===== src/rtl/gt_tx_link_ctrl.sv =====
// GT TX bring-up and link supervisor: sequences PLL/datapath resets, waits for
// a stable reset-done with timeout and bounded retry, then watches the link.
module gt_tx_link_ctrl #(
    parameter int GT_CHN_NUM       = 6,
    parameter int RESET_PULSE_CYC  = 64,
    parameter int DONE_TIMEOUT_CYC = 262144,
    parameter int STABLE_CYC       = 1024,
    parameter int MAX_RETRY        = 3,
    parameter int SYNC_STAGES      = 3
) (
    input  logic                               gt_init_clk,
    input  logic                               gt_reset_n,
    input  logic                               start,
    input  logic [GT_CHN_NUM-1:0]              chn_mask,
    input  logic [GT_CHN_NUM-1:0]              gt_powergood_in,
    input  logic [GT_CHN_NUM-1:0]              txpmaresetdone_in,
    input  logic                               tx_resetdone_in,
    output logic                               gt_reset_tx_pll_and_datapath,
    output logic                               gt_reset_tx_datapath,
    output logic                               link_up,
    output logic                               link_fail,
    output logic [$clog2(MAX_RETRY+1)-1:0]     retry_cnt,
    output logic [15:0]                        lost_cnt,
    output logic [2:0]                         state_o
);

    localparam int RETRY_W = $clog2(MAX_RETRY + 1);
    localparam int PULSE_W = (RESET_PULSE_CYC > 1) ? $clog2(RESET_PULSE_CYC) : 1;
    localparam int TMO_W   = $clog2(DONE_TIMEOUT_CYC);
    localparam int STB_W   = (STABLE_CYC > 1) ? $clog2(STABLE_CYC) : 1;

    localparam logic [PULSE_W-1:0] PULSE_LAST  = PULSE_W'(RESET_PULSE_CYC - 1);
    localparam logic [TMO_W-1:0]   TMO_LAST    = TMO_W'(DONE_TIMEOUT_CYC - 1);
    localparam logic [STB_W-1:0]   STABLE_LAST = STB_W'(STABLE_CYC - 1);
    localparam logic [RETRY_W-1:0] RETRY_MAX   = RETRY_W'(MAX_RETRY);

    typedef enum logic [2:0] {
        IDLE      = 3'd0,
        WAIT_PG   = 3'd1,
        RST_PLL   = 3'd2,
        RST_DP    = 3'd3,
        WAIT_DONE = 3'd4,
        STABLE    = 3'd5,
        UP        = 3'd6,
        FAIL      = 3'd7
    } state_t;

    function automatic logic [15:0] sat_inc16(input logic [15:0] v);
        return (v == 16'hFFFF) ? v : v + 16'd1;
    endfunction

    // Input synchronisers; done vector carries tx_resetdone in the MSB.
    logic [GT_CHN_NUM-1:0] pg_sync   [SYNC_STAGES];
    logic [GT_CHN_NUM:0]   done_sync [SYNC_STAGES];

    always_ff @(posedge gt_init_clk) begin
        pg_sync[0]   <= gt_powergood_in;
        done_sync[0] <= {tx_resetdone_in, txpmaresetdone_in};
        for (int i = 1; i < SYNC_STAGES; i++) begin
            pg_sync[i]   <= pg_sync[i-1];
            done_sync[i] <= done_sync[i-1];
        end
    end

    state_t                state, state_n;
    logic [GT_CHN_NUM-1:0] mask_q, mask_n;
    logic [PULSE_W-1:0]    pulse_cnt, pulse_n;
    logic [TMO_W-1:0]      timer, timer_n;
    logic [STB_W-1:0]      stable_cnt, stable_n;
    logic [RETRY_W-1:0]    retry_n;
    logic [15:0]           lost_n;
    logic                  pg_ok, done_ok;

    assign pg_ok   = &(pg_sync[SYNC_STAGES-1] | ~mask_q);
    assign done_ok = done_sync[SYNC_STAGES-1][GT_CHN_NUM] &
                     (&(done_sync[SYNC_STAGES-1][GT_CHN_NUM-1:0] | ~mask_q));

    always_comb begin
        state_n  = state;
        mask_n   = mask_q;
        pulse_n  = pulse_cnt;
        timer_n  = timer;
        stable_n = stable_cnt;
        retry_n  = retry_cnt;
        lost_n   = lost_cnt;
        if (!start) begin
            state_n = IDLE;
            retry_n = '0;
        end else begin
            case (state)
                IDLE: begin
                    if (|chn_mask) begin
                        state_n = WAIT_PG;
                        mask_n  = chn_mask;
                    end
                end
                WAIT_PG: begin
                    if (pg_ok) begin
                        state_n = RST_PLL;
                        pulse_n = '0;
                    end
                end
                RST_PLL: begin
                    if (pulse_cnt == PULSE_LAST) begin
                        state_n = WAIT_DONE;
                        timer_n = '0;
                    end else begin
                        pulse_n = pulse_cnt + 1'b1;
                    end
                end
                RST_DP: begin
                    if (!pg_ok) begin
                        state_n = WAIT_PG;
                    end else if (pulse_cnt == PULSE_LAST) begin
                        state_n = WAIT_DONE;
                        timer_n = '0;
                    end else begin
                        pulse_n = pulse_cnt + 1'b1;
                    end
                end
                WAIT_DONE: begin
                    if (!pg_ok) begin
                        state_n = WAIT_PG;
                    end else if (done_ok) begin
                        state_n  = STABLE;
                        stable_n = '0;
                    end else if (timer == TMO_LAST) begin
                        if (retry_cnt < RETRY_MAX) begin
                            retry_n = retry_cnt + 1'b1;
                            state_n = RST_PLL;
                            pulse_n = '0;
                        end else begin
                            state_n = FAIL;
                        end
                    end else begin
                        timer_n = timer + 1'b1;
                    end
                end
                // Timer is held here so a glitch back to WAIT_DONE keeps its budget.
                STABLE: begin
                    if (!pg_ok) begin
                        state_n = WAIT_PG;
                    end else if (!done_ok) begin
                        state_n = WAIT_DONE;
                    end else if (stable_cnt == STABLE_LAST) begin
                        state_n = UP;
                        retry_n = '0;
                    end else begin
                        stable_n = stable_cnt + 1'b1;
                    end
                end
                UP: begin
                    if (!pg_ok) begin
                        state_n = WAIT_PG;
                        lost_n  = sat_inc16(lost_cnt);
                    end else if (!done_ok) begin
                        state_n = RST_DP;
                        pulse_n = '0;
                        lost_n  = sat_inc16(lost_cnt);
                    end
                end
                FAIL: begin
                    state_n = FAIL;
                end
                default: begin
                    state_n = IDLE;
                end
            endcase
        end
    end

    // Outputs are decoded from the next state so they align with state_o.
    always_ff @(posedge gt_init_clk) begin
        if (!gt_reset_n) begin
            state                        <= IDLE;
            mask_q                       <= '0;
            pulse_cnt                    <= '0;
            timer                        <= '0;
            stable_cnt                   <= '0;
            retry_cnt                    <= '0;
            lost_cnt                     <= '0;
            gt_reset_tx_pll_and_datapath <= 1'b1;
            gt_reset_tx_datapath         <= 1'b0;
            link_up                      <= 1'b0;
            link_fail                    <= 1'b0;
        end else begin
            state                        <= state_n;
            mask_q                       <= mask_n;
            pulse_cnt                    <= pulse_n;
            timer                        <= timer_n;
            stable_cnt                   <= stable_n;
            retry_cnt                    <= retry_n;
            lost_cnt                     <= lost_n;
            gt_reset_tx_pll_and_datapath <= (state_n == IDLE) || (state_n == WAIT_PG) ||
                                            (state_n == RST_PLL) || (state_n == FAIL);
            gt_reset_tx_datapath         <= (state_n == RST_DP);
            link_up                      <= (state_n == UP);
            link_fail                    <= (state_n == FAIL);
        end
    end

    assign state_o = state;

endmodule


===== config.mk =====
export PLATFORM = sky130hd
export DESIGN_NAME = gt_tx_link_ctrl
export DESIGN_NICKNAME = d
export VERILOG_FILES = /design/src/rtl/gt_tx_link_ctrl.sv
export SDC_FILE = /design/constraint.sdc
export NUM_CORES = 1
export LEC_CHECK = 0
export CORE_AREA = 2 2 92 94
export CTS_CLUSTER_DIAMETER = 30
export DETAILED_ROUTE_END_ITERATION = 10
export DIE_AREA = 0 0 94 96
export GPL_TIMING_DRIVEN = 0
export PLACE_DENSITY = 0.77
export REMOVE_ABC_BUFFERS = 1
export SLEW_MARGIN = 0
export SYNTH_ARGS = -nofsm -noshare
export SYNTH_HDL_FRONTEND = slang
export SYNTH_SLANG_ARGS = --single-unit

===== constraint.sdc =====
create_clock -name gt_init_clk -period 7.1 [get_ports gt_init_clk]
set_clock_uncertainty 0.05 [all_clocks]
set_input_delay 2.13 -clock gt_init_clk [delete_from_list [all_inputs] [get_ports gt_init_clk]]
set_output_delay 2.13 -clock gt_init_clk [all_outputs]
set_load 0.02 [all_outputs]

==> summary.txt <==
Timing
  – Total Neg Setup Slack: 0 ns
  – RSZ-0062 raised after global routing: false
  – Fin crit period: 4.44 ns
  – Final hold violation count: 0
  – Final setup viols: 0
  – Pins Over Slew Limit: 0
  – Ratio of final minimum period to clock period: 62.6%
  – Slew margin rel.: 31.0%
  – Worst Max-Slew Pin Slew: 1.03 ns
  – FMAX: roughly 230 MHz

Yosys
  – Mapped Area: 4350 um2
  – FFs w/ async S/R, synth: 0%
  – Avg Inst Size Synth: ~9.4 um2
  – Synth unique cells: 73
  – Dominant cell type by area after synthesis: dfxtp_1
  – Post-synth EDFFs: 0
  – #FFs+latches synth: 104
  – Ys Warns: 0
  – Dominant synthesized flop cell: dfxtp_1
  – Sequential share of the synthesized area: between 40 and 50%
  – Post-synth top area share: between 40% and 50%
  – Post-Synthesis Cells: about 460
  – Top cells by area, synth: dfxtp_1 48%, nand2_1 3.7%, xnor2_1 3.4%

Floorplan
  – Num ports: 47
  – Die X-Extent: 94 um
  – Row count: 33
  – Die area: 9020 um2
  – Core area: around 8100 um2
  – Chip Height: 96 um
  – Starting Density: 54.0%

Detailed routing
  – Via/cell ratio: 5.64
  – Routed WL: approximately 8500 um
  – DRT Pass-1 Iters: 8
  – Number of DRC markers in iteration 0: ~130
  – Final ANT Viol Nets: 0
  – DR vias: 3456
  – DR DRC count: 0
  – WL/cell: roughly 14 um

Run status
  – Outcome: completed

Clocking
  – Post-cts hold buffer count: 0
  – Clock Sinks: ~100
  – CTS Buffer Depth: 2
  – Worst-path clk slew: 0.12 ns
  – Postcts setup bufs: 0
  – Resized Gates After CTS: 0
  – CTS buffer count: 9
  – Clock Root Buffer: clkbuf_8
  – H-tree depth: 3
  – Clock latency on the worst-skew pair: 0.38 ns
  – CTS tree: yes

Worst setup path
  – RR Endpoint: timer[5]
  – Reg2Reg Setup Slack: 3.94 ns
  – CP bufs+invs: 1
  – CP startpoint: start
  – Crit-path cells: clkdlybuf4s50_1, o21ai_1, or2_0, o31ai_4, o21ba_2
  – R2R depth: 7
  – Worst path slowest cell: o31ai_4
  – CP Class: in2reg
  – Worst r2r src: timer[3]
  – Slowest Stage Delay on Critical Path: 0.70 ns
  – WP data required: 7.33 ns
  – Top delay family on crit path: compound AO/OA/AOI/OAI gates
  – WP data arrival: 4.67 ns
  – Startpoint Class: primary input
  – Worst Path Max Fanout: 17
  – CP endpoint kind: register

Job
  – Max cap viols: 0

Placement
  – DP Wirelength: 5880 um
  – I/O Buffers: 46
  – Gpl congestion: roughly 0.89

Final layout
  – Share of cells above drive strength 1: 8.66%
  – Final #Nets: 530
  – FILL cells: 689
  – Ant diodes: 0
  – Area growth syn-to-layout: 16.9%

Power
  – Leakage power: between 1.5 and 2 nW
  – Clock power share: a little over a third
  – Combinational share of power: 5.7%
  – Internal power: 0.768 mW
  – PwrDens: 205 nW/um2
  – Sequential Power Share: 58.0%
  – Peak VDD IR: around 0.00019 V
  – Switching pwr: 0.274 mW
  – Total power: 1.04 mW
  – Switching share of power: 26.3%

Min path
  – Worst Hold Class: reg2reg
  – Hold EP: pg_sync[0][15]
  – Hold Path Depth: 0
  – Hold_sp: pg_sync[0][9]

Global routing
  – Remaining global-route overflow: 0
  – First-pass GRT wire length: 14400 um
  – Vias in the first global route: 3296
  – Global Route Usage Sum: 20.0%
  – Initial antenna violation count: 0
  – Largest net degree at the start of global routing: 41
==> flip-flops by register name (all words and copies together) (netlist names) <==
name / count
state_o: 3
done_sync: 21
gt_reset_tx_datapath: 1
retry_cnt: 2
lost_cnt: 16
gt_reset_tx_pll_and_datapath: 1
pg_sync: 18
mask_q: 6
pulse_cnt: 6
link_fail: 1
link_up: 1
timer: 18
stable_cnt: 10
==> metal layers <==
layer,up-vias,track usage (%),routed length (um)
met5,-,0,0
met1,1588,24.7,3890
met3,15,4.86,520
met4,0,8.70,141
li1,1743,-,-
met2,110,33.5,3940
==> final cells by class <==
class	count	area [um2]	share of cell area (%)
Clock buffer	9	124	2.44
Sequential cell	104	2080	41.0
Multi-Input combinational cell	323	2130	41.9
Inverter	19	71.3	1.40
Tap cell	105	131	2.58
Timing Repair Buffer	46	455	8.96
Clock inverter	7	88.8	1.75
==> worst max path at each step <==
stage	endpoint	slack, ns	depth (start not counted)
2_1_floorplan	timer[5]	3.48	4
3_3_place_gp	timer[5]	2.31	5
3_5_place_dp	timer[5]	2.28	5
4_1_cts	timer[5]	2.69	5
5_1_grt	timer[5]	2.54	5
6_report	timer[5]	2.66	5
==> placed cells by master (no fill, tap or decap), types with 13 or more instances in the layout <==
master | synthesis | layout
dfxtp_1 | 104 | 104
nor2_1 | 29 | 29
nor3_1 | 13 | 13
nor4_1 | 15 | 15
and2_1 | 13 | 13
clkdlybuf4s50_1 | 0 | 45
inv_1 | 14 | 14
o21ai_0 | 17 | 17
nand4_1 | 18 | 18
xnor2_1 | 17 | 17
nand3_1 | 18 | 18
nand2_1 | 43 | 43
==> metrics by stage <==
| step | utilization (%) | setup slack [ns] | instances | instance area (um2) | hold slack, ns |
|---|---|---|---|---|---|
| 2_1_floorplan | - | 3.48 | 446 | 4280 | 0.260 |
| 3_3_place_gp | 60.5 | 2.31 | 597 | 4870 | 0.260 |
| 5_1_grt | 63.1 | 2.54 | 613 | 5080 | 0.289 |
| 4_1_cts | 63.1 | 2.69 | 613 | 5080 | 0.279 |
| 3_5_place_dp | 60.5 | 2.28 | 597 | 4870 | 0.262 |
| 6_report | 63.1 | 2.66 | 613 | 5080 | 0.278 |
==> Yosys cell counts, types with 2 or more instances <==
library cell / instances
a211oi_1: 2
a21boi_0: 9
a21oi_1: 9
a21oi_2: 2
a22oi_1: 3
a31oi_1: 4
and2_1: 13
and3_1: 8
and4_1: 3
buf_2: 7
clkbuf_1: 9
dfxtp_1: 104
ha_1: 5
inv_1: 14
inv_2: 4
mux2i_1: 11
nand2_1: 43
nand2b_1: 5
nand2b_2: 2
nand3_1: 18
nand4_1: 18
nor2_1: 29
nor2b_1: 11
nor3_1: 13
nor3b_1: 2
nor4_1: 15
o21ai_0: 17
o311ai_0: 2
o31ai_1: 5
o41ai_1: 2
or3_1: 10
or4_1: 2
xnor2_1: 17
xor2_1: 6
==> power by group through the flow <==
stage	Sequential (mW)	Combinational (mW)	Clock, mW
2_1_floorplan	0.617	0.0340	0
3_3_place_gp	0.617	0.0584	0
3_5_place_dp	0.618	0.0590	0
4_1_cts	0.605	0.0593	0.388
5_1_grt	0.606	0.0644	0.409
6_report	0.604	0.0592	0.378
==> cell families (layout without fill, tap and decap cells) <==
logic type | count (synthesis) | count (layout) | share of synthesized area (%)
buffers and inverters | 36 | 81 | 3.31
multiplexers | 12 | 12 | 2.79
AO/OA/AOI/OAI | 78 | 78 | 14.1
AND/OR/NAND/NOR | 205 | 205 | 25.9
adder cells (fa/ha/maj) | 5 | 5 | 1.44
XOR/XNOR | 23 | 23 | 4.63
flip-flops | 104 | 104 | 47.9
==> worst reg2reg max path: stages, from the launching register on <==
cell and delay [ns]:
dfxtp_1 0.43, nand4_1 0.15, nor3_1 0.65, nand2_1 0.24
a21oi_1 0.87, or3_1 0.38, nor4_1 0.09, o21ba_2 0.19
(Power assumes the default switching activity.)
